===== config.mk =====
export PLATFORM = sky130hd
export DESIGN_NAME = axi_10g_ethernet_0_multi_lane_reset_sequencer_flat
export DESIGN_NICKNAME = d
export VERILOG_FILES = /design/src/rtl/axi_10g_ethernet_0_rst_pkg.sv /design/src/rtl/axi_10g_ethernet_0_multi_lane_reset_sequencer_if.sv /design/src/rtl/axi_10g_ethernet_0_lane_rx_reset.sv /design/src/rtl/axi_10g_ethernet_0_multi_lane_reset_sequencer.sv /design/src/flat_wrapper.sv
export SDC_FILE = /design/constraint.sdc
export NUM_CORES = 1
export LEC_CHECK = 0
export CORE_MARGIN = 10
export CORE_UTILIZATION = 45
export DETAILED_ROUTE_END_ITERATION = 16
export GPL_ROUTABILITY_DRIVEN = 0
export PLACE_DENSITY = 0.66
export SLEW_MARGIN = 0
export SYNTH_ARGS = -nofsm -noshare
export SYNTH_HDL_FRONTEND = slang
export SYNTH_HIERARCHICAL = 1
export SYNTH_SLANG_ARGS = --single-unit

===== constraint.sdc =====
create_clock -name coreclk -period 3.4 [get_ports coreclk]
set_input_delay 0.51 -clock coreclk [delete_from_list [all_inputs] [get_ports coreclk]]
set_output_delay 0.51 -clock coreclk [all_outputs]
set_load 0.02 [all_outputs]

===== src/rtl/axi_10g_ethernet_0_rst_pkg.sv =====
// Shared definitions for the multi-lane GT reset sequencer: state encoding and width helpers.
package axi_10g_ethernet_0_rst_pkg;

   localparam int unsigned STATE_W = 3;
   localparam int unsigned STAT_W  = 8;

   localparam logic [STATE_W-1:0] ST_QPLL_RST  = 3'd0;
   localparam logic [STATE_W-1:0] ST_WAIT_LOCK = 3'd1;
   localparam logic [STATE_W-1:0] ST_GT_RST    = 3'd2;
   localparam logic [STATE_W-1:0] ST_USRRDY    = 3'd3;
   localparam logic [STATE_W-1:0] ST_WAIT_DONE = 3'd4;
   localparam logic [STATE_W-1:0] ST_DONE      = 3'd5;
   localparam logic [STATE_W-1:0] ST_FAIL      = 3'd6;

   typedef enum logic [STATE_W-1:0] {
      QPLL_RST  = ST_QPLL_RST,
      WAIT_LOCK = ST_WAIT_LOCK,
      GT_RST    = ST_GT_RST,
      USRRDY    = ST_USRRDY,
      WAIT_DONE = ST_WAIT_DONE,
      DONE      = ST_DONE,
      FAIL      = ST_FAIL
   } seq_state_e;

   // Number of bits needed to hold value-1 (ceil(log2(value))).
   function automatic int unsigned clog2(input int unsigned value);
      int unsigned v;
      int unsigned r;
      v = (value > 0) ? value - 1 : 0;
      r = 0;
      for (int unsigned i = 0; i < 32; i++) begin
         if ((v >> i) != 0) r = i + 1;
      end
      return r;
   endfunction

   function automatic int unsigned umax(input int unsigned a, input int unsigned b);
      return (a > b) ? a : b;
   endfunction

endpackage


===== src/rtl/axi_10g_ethernet_0_multi_lane_reset_sequencer_if.sv =====
// Reset sequencer <-> clocking wrapper / GT channel bundle.
// ETH_RST_STATS_EN adds the lock_loss_cnt / retry_cnt statistics signals.
interface axi_10g_ethernet_0_multi_lane_reset_sequencer_if #(
   parameter int unsigned NUM_LANES = 4
);
   import axi_10g_ethernet_0_rst_pkg::*;

   logic                 qplllock;
   logic [NUM_LANES-1:0] tx_resetdone;
   logic [NUM_LANES-1:0] rx_rst_req;
   logic                 qpllreset;
   logic [NUM_LANES-1:0] gttxreset;
   logic [NUM_LANES-1:0] gtrxreset;
   logic [NUM_LANES-1:0] txuserrdy;
   logic                 reset_counter_done;
   logic                 lock_fail;
   logic [STATE_W-1:0]   seq_state;

`ifdef ETH_RST_STATS_EN
   logic [STAT_W-1:0]    lock_loss_cnt;
   logic [STAT_W-1:0]    retry_cnt;

   modport master (
      input  qplllock, tx_resetdone, rx_rst_req,
      output qpllreset, gttxreset, gtrxreset, txuserrdy, reset_counter_done,
             lock_fail, seq_state, lock_loss_cnt, retry_cnt
   );
   modport slave (
      output qplllock, tx_resetdone, rx_rst_req,
      input  qpllreset, gttxreset, gtrxreset, txuserrdy, reset_counter_done,
             lock_fail, seq_state, lock_loss_cnt, retry_cnt
   );
`else
   modport master (
      input  qplllock, tx_resetdone, rx_rst_req,
      output qpllreset, gttxreset, gtrxreset, txuserrdy, reset_counter_done,
             lock_fail, seq_state
   );
   modport slave (
      output qplllock, tx_resetdone, rx_rst_req,
      input  qpllreset, gttxreset, gtrxreset, txuserrdy, reset_counter_done,
             lock_fail, seq_state
   );
`endif

endinterface


===== src/rtl/axi_10g_ethernet_0_lane_rx_reset.sv =====
// Per-lane gtrxreset: global sequencer reset OR a local fixed-length pulse requested while the link is up.
module axi_10g_ethernet_0_lane_rx_reset
   import axi_10g_ethernet_0_rst_pkg::*;
#(
   parameter int unsigned GT_RST_CYCLES = 8
) (
   input  logic clk,
   input  logic rst,
   input  logic global_rst_i,
   input  logic req_en_i,
   input  logic keep_i,
   input  logic req_i,
   output logic gtrxreset_o
);

   localparam int unsigned CNT_W = clog2(GT_RST_CYCLES) + 1;

   logic             active_q, active_d;
   logic [CNT_W-1:0] cnt_q, cnt_d;
   logic             gtrxreset_q;

   // Pulse control: abort when leaving DONE, ignore requests while a pulse runs.
   always_comb begin
      active_d = active_q;
      cnt_d    = cnt_q;
      if (!keep_i) begin
         active_d = 1'b0;
         cnt_d    = '0;
      end else if (active_q) begin
         if (cnt_q == CNT_W'(GT_RST_CYCLES - 1)) begin
            active_d = 1'b0;
            cnt_d    = '0;
         end else begin
            cnt_d = cnt_q + 1'b1;
         end
      end else if (req_i && req_en_i) begin
         active_d = 1'b1;
         cnt_d    = '0;
      end
   end

   always_ff @(posedge clk or posedge rst) begin
      if (rst) begin
         active_q    <= 1'b0;
         cnt_q       <= '0;
         gtrxreset_q <= 1'b1;
      end else begin
         active_q    <= active_d;
         cnt_q       <= cnt_d;
         gtrxreset_q <= global_rst_i | active_d;
      end
   end

   assign gtrxreset_o = gtrxreset_q;

endmodule


===== src/rtl/axi_10g_ethernet_0_multi_lane_reset_sequencer.sv =====
// N-lane QPLL / GT reset sequencer with lock-timeout retry, lock-loss re-sequencing and per-lane RX resets.
// Optional ETH_RST_STATS_EN: lock-loss and lock-timeout statistics counters.
module axi_10g_ethernet_0_multi_lane_reset_sequencer
   import axi_10g_ethernet_0_rst_pkg::*;
#(
   parameter int unsigned NUM_LANES       = 4,
   parameter int unsigned QPLL_RST_CYCLES = 16,
   parameter int unsigned LOCK_TIMEOUT    = 1024,
   parameter int unsigned GT_RST_CYCLES   = 8,
   parameter int unsigned USRRDY_DELAY    = 4,
   parameter int unsigned DONE_TIMEOUT    = 1024,
   parameter int unsigned MAX_RETRIES     = 3
) (
   input logic coreclk,
   input logic areset,
   axi_10g_ethernet_0_multi_lane_reset_sequencer_if.master bus
);

   localparam int unsigned CNT_MAX = umax(umax(QPLL_RST_CYCLES, LOCK_TIMEOUT),
                                          umax(umax(GT_RST_CYCLES, USRRDY_DELAY), DONE_TIMEOUT));
   localparam int unsigned CNT_W   = clog2(CNT_MAX) + 1;
   localparam int unsigned RETRY_W = clog2(MAX_RETRIES) + 1;

   seq_state_e           state_q, state_d;
   logic [CNT_W-1:0]     cnt_q, cnt_d;
   logic [RETRY_W-1:0]   retry_q, retry_d, retry_inc;
   logic                 lock_meta_q, lock_s_q;
   logic [NUM_LANES-1:0] done_meta_q, done_s_q;
   logic                 qpllreset_q, qpllreset_d;
   logic                 glob_rst_d;
   logic [NUM_LANES-1:0] gttxreset_q;
   logic [NUM_LANES-1:0] txuserrdy_q, txuserrdy_d;
   logic                 done_q, done_d;
   logic                 lock_fail_q, lock_fail_d;
   logic                 req_en_c, keep_c;
   logic [NUM_LANES-1:0] lane_rxrst;

   // Two-flop synchronisers for the asynchronous status inputs.
   always_ff @(posedge coreclk or posedge areset) begin
      if (areset) begin
         lock_meta_q <= 1'b0;
         lock_s_q    <= 1'b0;
         done_meta_q <= '0;
         done_s_q    <= '0;
      end else begin
         lock_meta_q <= bus.qplllock;
         lock_s_q    <= lock_meta_q;
         done_meta_q <= bus.tx_resetdone;
         done_s_q    <= done_meta_q;
      end
   end

   assign retry_inc = (retry_q == '1) ? retry_q : retry_q + 1'b1;

   // Next state, shared phase counter and registered-output decode of the next state.
   always_comb begin
      state_d = state_q;
      cnt_d   = (cnt_q == '1) ? cnt_q : cnt_q + 1'b1;
      retry_d = retry_q;
      unique case (state_q)
         QPLL_RST:  if (cnt_q == CNT_W'(QPLL_RST_CYCLES - 1)) state_d = WAIT_LOCK;
         WAIT_LOCK: begin
            if (lock_s_q) begin
               state_d = GT_RST;
            end else if (cnt_q == CNT_W'(LOCK_TIMEOUT - 1)) begin
               retry_d = retry_inc;
               state_d = (retry_inc >= RETRY_W'(MAX_RETRIES)) ? FAIL : QPLL_RST;
            end
         end
         GT_RST:    if (cnt_q == CNT_W'(GT_RST_CYCLES - 1)) state_d = USRRDY;
         USRRDY:    if (cnt_q == CNT_W'(USRRDY_DELAY - 1)) state_d = WAIT_DONE;
         WAIT_DONE: begin
            if (&done_s_q) state_d = DONE;
            else if (cnt_q == CNT_W'(DONE_TIMEOUT - 1)) state_d = GT_RST;
         end
         DONE:      retry_d = '0;
         FAIL:      state_d = FAIL;
         default:   state_d = QPLL_RST;
      endcase

      // Losing lock after it was acquired always restarts from the QPLL reset.
      if (!lock_s_q && (state_q inside {GT_RST, USRRDY, WAIT_DONE, DONE})) state_d = QPLL_RST;
      if (state_d != state_q) cnt_d = '0;

      qpllreset_d = state_d inside {QPLL_RST, FAIL};
      glob_rst_d  = state_d inside {QPLL_RST, WAIT_LOCK, GT_RST, FAIL};
      txuserrdy_d = {NUM_LANES{state_d inside {WAIT_DONE, DONE}}};
      done_d      = (state_d == DONE);
      lock_fail_d = (state_d == FAIL);
   end

   always_ff @(posedge coreclk or posedge areset) begin
      if (areset) begin
         state_q     <= QPLL_RST;
         cnt_q       <= '0;
         retry_q     <= '0;
         qpllreset_q <= 1'b1;
         gttxreset_q <= '1;
         txuserrdy_q <= '0;
         done_q      <= 1'b0;
         lock_fail_q <= 1'b0;
      end else begin
         state_q     <= state_d;
         cnt_q       <= cnt_d;
         retry_q     <= retry_d;
         qpllreset_q <= qpllreset_d;
         gttxreset_q <= {NUM_LANES{glob_rst_d}};
         txuserrdy_q <= txuserrdy_d;
         done_q      <= done_d;
         lock_fail_q <= lock_fail_d;
      end
   end

   // Local RX requests are taken only in DONE and abort as soon as DONE is left.
   assign req_en_c = (state_q == DONE);
   assign keep_c   = (state_d == DONE);

   for (genvar i = 0; i < NUM_LANES; i++) begin : g_lane
      axi_10g_ethernet_0_lane_rx_reset #(
         .GT_RST_CYCLES (GT_RST_CYCLES)
      ) u_lane (
         .clk          (coreclk),
         .rst          (areset),
         .global_rst_i (glob_rst_d),
         .req_en_i     (req_en_c),
         .keep_i       (keep_c),
         .req_i        (bus.rx_rst_req[i]),
         .gtrxreset_o  (lane_rxrst[i])
      );
   end

`ifdef ETH_RST_STATS_EN
   logic [STAT_W-1:0] lock_loss_cnt_q;
   logic [STAT_W-1:0] retry_cnt_q;

   // Saturating event counters; lock timeouts are counted whether they retry or fail.
   always_ff @(posedge coreclk or posedge areset) begin
      if (areset) begin
         lock_loss_cnt_q <= '0;
         retry_cnt_q     <= '0;
      end else begin
         if (state_q == DONE && state_d == QPLL_RST && lock_loss_cnt_q != '1)
            lock_loss_cnt_q <= lock_loss_cnt_q + 1'b1;
         if (state_q == WAIT_LOCK && !lock_s_q && cnt_q == CNT_W'(LOCK_TIMEOUT - 1) &&
             retry_cnt_q != '1)
            retry_cnt_q <= retry_cnt_q + 1'b1;
      end
   end

   assign bus.lock_loss_cnt = lock_loss_cnt_q;
   assign bus.retry_cnt     = retry_cnt_q;
`endif

   assign bus.qpllreset          = qpllreset_q;
   assign bus.gttxreset          = gttxreset_q;
   assign bus.gtrxreset          = lane_rxrst;
   assign bus.txuserrdy          = txuserrdy_q;
   assign bus.reset_counter_done = done_q;
   assign bus.lock_fail          = lock_fail_q;
   assign bus.seq_state          = state_q;

endmodule


===== src/flat_wrapper.sv =====
// flat-port wrapper written by rule: the top's interface ports become plain ports
module axi_10g_ethernet_0_multi_lane_reset_sequencer_flat import axi_10g_ethernet_0_rst_pkg::*;
#(
   parameter int unsigned NUM_LANES       = 4,
   parameter int unsigned QPLL_RST_CYCLES = 16,
   parameter int unsigned LOCK_TIMEOUT    = 1024,
   parameter int unsigned GT_RST_CYCLES   = 8,
   parameter int unsigned USRRDY_DELAY    = 4,
   parameter int unsigned DONE_TIMEOUT    = 1024,
   parameter int unsigned MAX_RETRIES     = 3
)
  (coreclk, areset, bus_qplllock, bus_tx_resetdone, bus_rx_rst_req, bus_qpllreset, bus_gttxreset, bus_gtrxreset, bus_txuserrdy, bus_reset_counter_done, bus_lock_fail, bus_seq_state);
  axi_10g_ethernet_0_multi_lane_reset_sequencer_if #(.NUM_LANES(NUM_LANES)) bus_i ();
  input logic coreclk;
  input logic areset;
  input wire logic [$bits(bus_i.qplllock)-1:0] bus_qplllock;
  input wire logic [$bits(bus_i.tx_resetdone)-1:0] bus_tx_resetdone;
  input wire logic [$bits(bus_i.rx_rst_req)-1:0] bus_rx_rst_req;
  output wire logic [$bits(bus_i.qpllreset)-1:0] bus_qpllreset;
  output wire logic [$bits(bus_i.gttxreset)-1:0] bus_gttxreset;
  output wire logic [$bits(bus_i.gtrxreset)-1:0] bus_gtrxreset;
  output wire logic [$bits(bus_i.txuserrdy)-1:0] bus_txuserrdy;
  output wire logic [$bits(bus_i.reset_counter_done)-1:0] bus_reset_counter_done;
  output wire logic [$bits(bus_i.lock_fail)-1:0] bus_lock_fail;
  output wire logic [$bits(bus_i.seq_state)-1:0] bus_seq_state;
  assign bus_i.qplllock = bus_qplllock;
  assign bus_i.tx_resetdone = bus_tx_resetdone;
  assign bus_i.rx_rst_req = bus_rx_rst_req;
  assign bus_qpllreset = bus_i.qpllreset;
  assign bus_gttxreset = bus_i.gttxreset;
  assign bus_gtrxreset = bus_i.gtrxreset;
  assign bus_txuserrdy = bus_i.txuserrdy;
  assign bus_reset_counter_done = bus_i.reset_counter_done;
  assign bus_lock_fail = bus_i.lock_fail;
  assign bus_seq_state = bus_i.seq_state;
  axi_10g_ethernet_0_multi_lane_reset_sequencer #(.NUM_LANES(NUM_LANES), .QPLL_RST_CYCLES(QPLL_RST_CYCLES), .LOCK_TIMEOUT(LOCK_TIMEOUT), .GT_RST_CYCLES(GT_RST_CYCLES), .USRRDY_DELAY(USRRDY_DELAY), .DONE_TIMEOUT(DONE_TIMEOUT), .MAX_RETRIES(MAX_RETRIES)) u_core (.coreclk(coreclk), .areset(areset), .bus(bus_i));
endmodule

# ---- Word-level counts from Yosys, hierarchy flattened
# Cells that the tools add are included.
dict set report word_totals {
  reg_bits 56
  wordCells 127
  output_inout_bits 18
  inputBits 11
}
dict set report op_classes {
  reduce_logical 15
  eq_ne 29
  addsub 6
  bitwise 4
  order_cmp 1
  mux 48
}
# cell count
set op_table {}
lappend op_table {{$mux W4} 16}
lappend op_table {{$mux W3} 12}
lappend op_table {{$mux W11} 2}
lappend op_table {{$eq A3 B3 Y1 const B} 7}
lappend op_table {{$pmux W3 S7} 1}
lappend op_table {{$add A4 B1 Y4 const B} 4}
lappend op_table {{$eq A4 B3 Y1 const B} 4}
lappend op_table {{$mux W1} 16}
lappend op_table {{$ne A3 B3 Y1 const B} 4}
lappend op_table {{$add A11 B1 Y11 const B} 1}
lappend op_table {{$eq A11 B10 Y1 const B} 1}
lappend op_table {{$eq A11 B11 Y1 const B} 1}
lappend op_table {{$eq A11 B2 Y1 const B} 1}
lappend op_table {{$eq A11 B3 Y1 const B} 1}
lappend op_table {{$eq A11 B4 Y1 const B} 1}
lappend op_table {{$eq A3 B2 Y1 const B} 3}
lappend op_table {{$reduce_bool A4 Y1} 2}
lappend op_table {{$eq A3 B1 Y1 const B} 2}
lappend op_table {{$logic_not A3 Y1} 2}
lappend op_table {{$pmux W3 S2} 1}
lappend op_table {{$reduce_bool A2 Y1} 3}
lappend op_table {{$logic_and A1 B1 Y1} 5}
lappend op_table {{$ne A2 B2 Y1 const B} 2}
lappend op_table {{$or A1 B1 Y1} 4}
lappend op_table {{other kinds (7)} 7}

# ---- Longest topological paths before layout
dict set report logic_depth {
  word_depth 11
  ltp_mapped 9
  mapped_depth_nobuf 9
}

# ---- Cells and area by module
# Netlist, hierarchy kept.
# module cells_each area_per_inst_um2 seq_area_each_um2 n_inst
set by_module_without_submodules {}
lappend by_module_without_submodules {axi_10g_ethernet_0_multi_lane_reset_sequencer 158 1622.8 803.3 1}
lappend by_module_without_submodules {axi_10g_ethernet_0_lane_rx_reset 31 310.3 151.4 4}

# ---- Worst setup path before layout
# No wires, ideal clock.
dict set report synth_timing {
  path_type {register to register}
  from {register u_core.cnt_q[0]}
  to {register u_core.g_lane[0].u_lane.cnt_q[2]}
  path_slack_ns 0.862
  setup_time_ns 0.099
  arrival_ns 2.438
  period_less_slack_ns 2.538
  path_stages_with_launch 10
  path_cell_list {dfrtp_1 -> ha_1 -> nand3_1 -> nor4_2 -> and2b_1 -> a211oi_2 -> or2_1 -> nor3_1 -> inv_1 -> a311oi_1}
}
dict set report synth_between {
  elab_chain_cells 7
  word_cells_on_any_way 16
  cone_classes {eq/ne: 6; mux: 10}
}
# item line
set synth_rtl {}
lappend synth_rtl {{start, declared} axi_10g_ethernet_0_multi_lane_reset_sequencer.sv:25} ;# logic [CNT_W-1:0] cnt_q, cnt_d;
lappend synth_rtl {{start signal, assigned} axi_10g_ethernet_0_multi_lane_reset_sequencer.sv:104} ;# cnt_q <= cnt_d;
lappend synth_rtl {{$eq A11 B10 Y1} {axi_10g_ethernet_0_multi_lane_reset_sequencer.sv:65, axi_10g_ethernet_0_multi_lane_reset_sequencer.sv:74}}
lappend synth_rtl {{$mux W3, on equally long branches} {axi_10g_ethernet_0_multi_lane_reset_sequencer.sv:74, axi_10g_ethernet_0_multi_lane_reset_sequencer.sv:65}}
lappend synth_rtl {{$mux W3, on equally long branches} {axi_10g_ethernet_0_multi_lane_reset_sequencer.sv:73, axi_10g_ethernet_0_multi_lane_reset_sequencer.sv:63}}
lappend synth_rtl {{$pmux W3 S7 (*)} axi_10g_ethernet_0_multi_lane_reset_sequencer.sv:60} ;# unique case (state_q)
lappend synth_rtl {{$mux W3 (*)} axi_10g_ethernet_0_multi_lane_reset_sequencer.sv:82} ;# if (!lock_s_q && (state_q inside {GT_RST, USRRDY, WAIT_DONE, DONE})) state_d = QPLL_RST;
lappend synth_rtl {{$eq A3 B3 Y1 (*)} --}
lappend synth_rtl {{via u_core.done_d} axi_10g_ethernet_0_multi_lane_reset_sequencer.sv:33} ;# logic done_q, done_d;
lappend synth_rtl {{$ne A3 B3 Y1 (no source line) / $mux W4 (equally long branches)} --}
lappend synth_rtl {{end signal, assigned} axi_10g_ethernet_0_lane_rx_reset.sv:49} ;# cnt_q <= cnt_d;
lappend synth_rtl {{end, declared} axi_10g_ethernet_0_lane_rx_reset.sv:19} ;# logic [CNT_W-1:0] cnt_q, cnt_d;
# Mark *: on every way through the listed nets, which the timed path passes. The rest lies on a longest branch.
# A chain may end at the register's enable or synchronous reset.

# ---- Worst setup path in the final report
dict set report layout_timing {
  from {register u_core.cnt_q[0]}
  to {register u_core.g_lane[2].u_lane.cnt_q[2]}
}
dict set report layout_between {
  elab_chain_cells 7
  word_cells_on_any_way 16
  cone_classes {eq/ne: 6; mux: 10}
}
# item line
set layout_rtl {}
lappend layout_rtl {{$eq A11 B10 Y1} {axi_10g_ethernet_0_multi_lane_reset_sequencer.sv:65, axi_10g_ethernet_0_multi_lane_reset_sequencer.sv:74}}
lappend layout_rtl {{$mux W3, on equally long branches} {axi_10g_ethernet_0_multi_lane_reset_sequencer.sv:74, axi_10g_ethernet_0_multi_lane_reset_sequencer.sv:65}}
lappend layout_rtl {{$mux W3, on equally long branches} {axi_10g_ethernet_0_multi_lane_reset_sequencer.sv:73, axi_10g_ethernet_0_multi_lane_reset_sequencer.sv:63}}
lappend layout_rtl {{$pmux W3 S7 (*)} axi_10g_ethernet_0_multi_lane_reset_sequencer.sv:60}
lappend layout_rtl {{$mux W3 (*)} axi_10g_ethernet_0_multi_lane_reset_sequencer.sv:82}
lappend layout_rtl {{$eq A3 B3 Y1 (*)} --}
lappend layout_rtl {{via u_core.done_d} axi_10g_ethernet_0_multi_lane_reset_sequencer.sv:33}
lappend layout_rtl {{$ne A3 B3 Y1 (no source line) / $mux W4 (equally long branches)} --}
lappend layout_rtl {{end signal, assigned} axi_10g_ethernet_0_lane_rx_reset.sv:49}
lappend layout_rtl {{end, declared} axi_10g_ethernet_0_lane_rx_reset.sv:19}
# Marks and branches as above.

==> flow_metrics.tcl <==
set metrics [dict create \
    synth_ff_type "sky130_fd_sc_hd__dfrtp_1" \
    power.ir.vdd_worst_uv 286 \
    floorplan.die.height_um 99.8 \
    fin_ws_ns 0.828 \
    post-route-drc-count 0 \
    criticalPathCategory "flop to flop" \
    chipWidth_um 99.8 \
    post_route_cells_drive_above_1_share 0.105 \
    yosysTopAreaCellShare 0.437 \
    route.vias.total 2121 \
    setup-violations-final 0 \
    finalCoreUtilization 0.518 \
    worst-endpoint-required_ns 3.62 \
    fin_crit_sh 0.757 \
    post_cts_buffers 0 \
    report.final.slew_viol_count 0 \
    cp_top_family "simple AND/OR/NAND/NOR gates" \
    cpPeakStageDelay_ns 0.40 \
    swShare 0.307 \
    critical_path.slowest_cell "sky130_fd_sc_hd__dfrtp_1" \
    cells_traversed_along_the_worst_timing_path "ha_1 > nand3_1 > nor4_2 > and2b_1 > a211oi_2 > or2_1 > nor3_1 > buf_4 > inv_1 > a311oi_1" \
    flops_latches_synth 56 \
    grt_setup_unrepaired "no" \
    clk_transition_reported_paths_ns 0.10 \
    stdcell_area_mm2 0.00325 \
    yosysMostFrequentCell "sky130_fd_sc_hd__dfrtp_1" \
    global_route_wire_length_before_repair_um 9870 \
    hold_buffers 0 \
    drt_pass1_iterations 5 \
    core_area_mm2 0.00628 \
    p_int_w 0.00111 \
    flow.area_growth_from_synthesis_pct 13.6 \
    share_of_the_synthesized_area_in_compound_gates_ao_oa_aoi_oai 0.140 \
    cts_sinks 56 \
    clock_latency_ns 0.31 \
    clk_path_buf_depth 2 \
    wl_um 5590 \
    pwr-share-seq 0.502 \
    groute.usage.overall 0.118 \
    synthTopCellsByArea "sky130_fd_sc_hd__dfrtp_1 44%, sky130_fd_sc_hd__dfstp_2 5.5%, sky130_fd_sc_hd__a21oi_1 4.4%, sky130_fd_sc_hd__nand2_1 3.5%, sky130_fd_sc_hd__ha_1 2.6%" \
    timing.critical_path.arrival_ns 2.79 \
    tritoncts "done" \
    layout.nets 322 \
    detailedPlacementHpwl_um 4080 \
    totalNegativeSetupSlack_ns 0 \
    number_of_i_o_port_buffers 28 \
    synth_cell_types 51 \
    maxSlewHeadroom 0.640 \
    worstPathBufferInverterCount 2 \
    cts_root_buf "sky130_fd_sc_hd__clkbuf_8" \
    dpl_cell_area_mm2 0.00314 \
    grt_max_degree 21 \
    ctsHtreeMaxLevel 2 \
    synth.area.mux_share 0.00349 \
    starting_density 0.456 \
    antenna_cells 0 \
    number_of_maximum_capacitance_constraint_violations 0 \
    status "complete, no violations" \
    fraction_of_synthesized_cell_area_in_xor_and_xnor_cells 0.0306 \
    power_density_mw_per_mm2 492 \
    timing.final.hold_violations 0 \
    grt_residual_overflow 0 \
    maxClockFrequency_mhz 389 \
    syn_inst 282 \
    mappedNetlistNets 299 \
    timing.critical_path.fanout_max 9 \
    period_minus_slack_ns 2.57 \
    combinational_power_share 0.222 \
    vias_per_cell 5.54 \
    synth_area_leader_cell "sky130_fd_sc_hd__dfrtp_1" \
    power.net_switching_w 0.000492 \
    synth_top_cells_by_count "50 x sky130_fd_sc_hd__dfrtp_1, 27 x sky130_fd_sc_hd__nand2_1, 25 x sky130_fd_sc_hd__a21oi_1, 19 x sky130_fd_sc_hd__inv_1, 15 x sky130_fd_sc_hd__nand3_1" \
    ys.warnings.count 6 \
    hold_path_class "flop to flop" \
    initialDrtViolationCount 172 \
    largest_family_of_logic_cells_by_synthesized_area "simple AND/OR/NAND/NOR gates" \
    post_synth.cell_area_avg_um2 10.2 \
    worst_pin_slew_ns 0.541 \
    tritoncts.num_buffers 5 \
    grt_antenna_before_repair 0 \
    power.static_leakage_nw 1.36 \
    num_io_pins 29 \
    postCtsResizedCells 0 \
    wire_per_inst_um 14.6 \
    drtAntennaViolNets 0 \
    clock_power_share 0.275 \
    pre_cts_ws_ns 0.854 \
    worstSetupStartpointType "flop" \
    async_flop_share 1.00 \
    final.setup_skew_ns 0.00901 \
    syn_area_mm2 0.00286 \
    synthAdderAreaFrac 0.0262 \
    grt_pass1_vias 2116 \
    synth_edf_count 0 \
    synth_simple_gate_area_share 0.241 \
    floorplan.die_area_mm2 0.00996 \
    worst_setup_path_end_kind "flop" \
    synth-seq-area-share 0.492 \
    std_cell_rows 29 \
]
## worst paths after layout
kind | from | end | slack (ns) | cells past startpoint
worst max-delay path | u_core/cnt_q[0] | u_core/g_lane[2].u_lane/cnt_q[2] | 0.83 | 10
worst min register to register | u_core/done_meta_q[3] | u_core/done_s_q[3] | 0.36 | 0
worst max register to register | u_core/cnt_q[0] | u_core/g_lane[2].u_lane/cnt_q[2] | 0.83 | 10
max in group asynchronous | areset | u_core/retry_q[0] | 2.08 | 3
min in group asynchronous | areset | u_core/g_lane[1].u_lane/cnt_q[1] | 0.55 | 2
worst min-delay path | u_core/done_meta_q[3] | u_core/done_s_q[3] | 0.36 | 0
## cell families (layout without fill, tap and decap cells)
| family | after synthesis | in the layout |
|---|---|---|
| muxes | 1 | 1 |
| adders and majority gates | 6 | 6 |
| DFF | 56 | 56 |
| AOI/OAI and AO/OA | 57 | 57 |
| buffers and inverters | 34 | 58 |
| and+or+nand+nor | 118 | 118 |
| xor gates and xnor gates | 10 | 10 |
## routing by layer
metal	share of wire	global-route usage	up-vias
met5	0	0	-
met4	0.011	0.0485	0
met2	0.46	0.174	71
met1	0.47	0.158	1012
li1	-	-	1032
met3	0.066	0.0323	6
## worst reg2reg max path, delay by kind of cell (launching register included)
family                     cells  cell delay [ns]
AOI/OAI and AO/OA              2             0.32
buffers and inverters          2             0.29
adders and majority gates      1             0.25
DFF                            1             0.40
and+or+nand+nor                5             1.23
## sequential cells by signal, indices dropped and copies added (netlist names), 3 cells and up
| register | cells |
|---|---|
| u_core/done_s_q | 4 |
| u_core/cnt_q | 11 |
| u_core/done_meta_q | 4 |
| u_core/g_lane.u_lane/gtrxreset_o | 4 |
| u_core/retry_q | 3 |
| u_core/g_lane.u_lane/cnt_q | 16 |
| u_core/g_lane.u_lane/active_q | 4 |
| u_core/bus.seq_state | 3 |
## power by group through the flow
| stage | sequential, W | combinational [W] | clock, W |
|---|---|---|---|
| floorplan | 0.000790 | 0.000295 | 0 |
| global placement | 0.000815 | 0.000355 | 0 |
| detailed placement | 0.000816 | 0.000359 | 0 |
| CTS | 0.000804 | 0.000358 | 0.000458 |
| global route | 0.000815 | 0.000400 | 0.000486 |
| finish | 0.000804 | 0.000356 | 0.000441 |
## placed cells by master (no fill, tap or decap), types with 6 or more instances in the layout
| cell | netlist | final |
|---|---|---|
| sky130_fd_sc_hd__a21oi_1 | 25 | 25 |
| sky130_fd_sc_hd__dfstp_2 | 6 | 6 |
| sky130_fd_sc_hd__nor2_1 | 13 | 13 |
| sky130_fd_sc_hd__ha_1 | 6 | 6 |
| sky130_fd_sc_hd__nand3_1 | 15 | 15 |
| sky130_fd_sc_hd__xor2_1 | 6 | 6 |
| sky130_fd_sc_hd__nand2_1 | 27 | 27 |
| sky130_fd_sc_hd__nor3_1 | 14 | 14 |
| sky130_fd_sc_hd__inv_1 | 19 | 19 |
| sky130_fd_sc_hd__clkdlybuf4s50_1 | 0 | 28 |
| sky130_fd_sc_hd__nand3b_1 | 9 | 9 |
| sky130_fd_sc_hd__dfrtp_1 | 50 | 50 |
## through the flow
| stage | total power, W | hold WS (ns) | cells |
|---|---|---|---|
| after floorplan | 0.00109 | 0.300 | 282 |
| final | 0.00160 | 0.355 | 383 |
| after global routing | 0.00170 | 0.364 | 383 |
| after global placement | 0.00117 | 0.332 | 375 |
| after detailed placement | 0.00117 | 0.335 | 375 |
| after CTS | 0.00162 | 0.359 | 383 |
## final cells by class
| cell class | count | area (um2) |
|---|---|---|
| fill | 544 | 3020 |
| sequential | 56 | 1410 |
| multi-input combinational | 192 | 1260 |
| timing repair buffer | 31 | 303 |
| tap | 77 | 96.3 |
| clock buffer | 6 | 72.6 |
| inverter | 19 | 71.3 |
| clock inverter | 2 | 38.8 |
No activity file was read; power rests on OpenSTA's default activity.
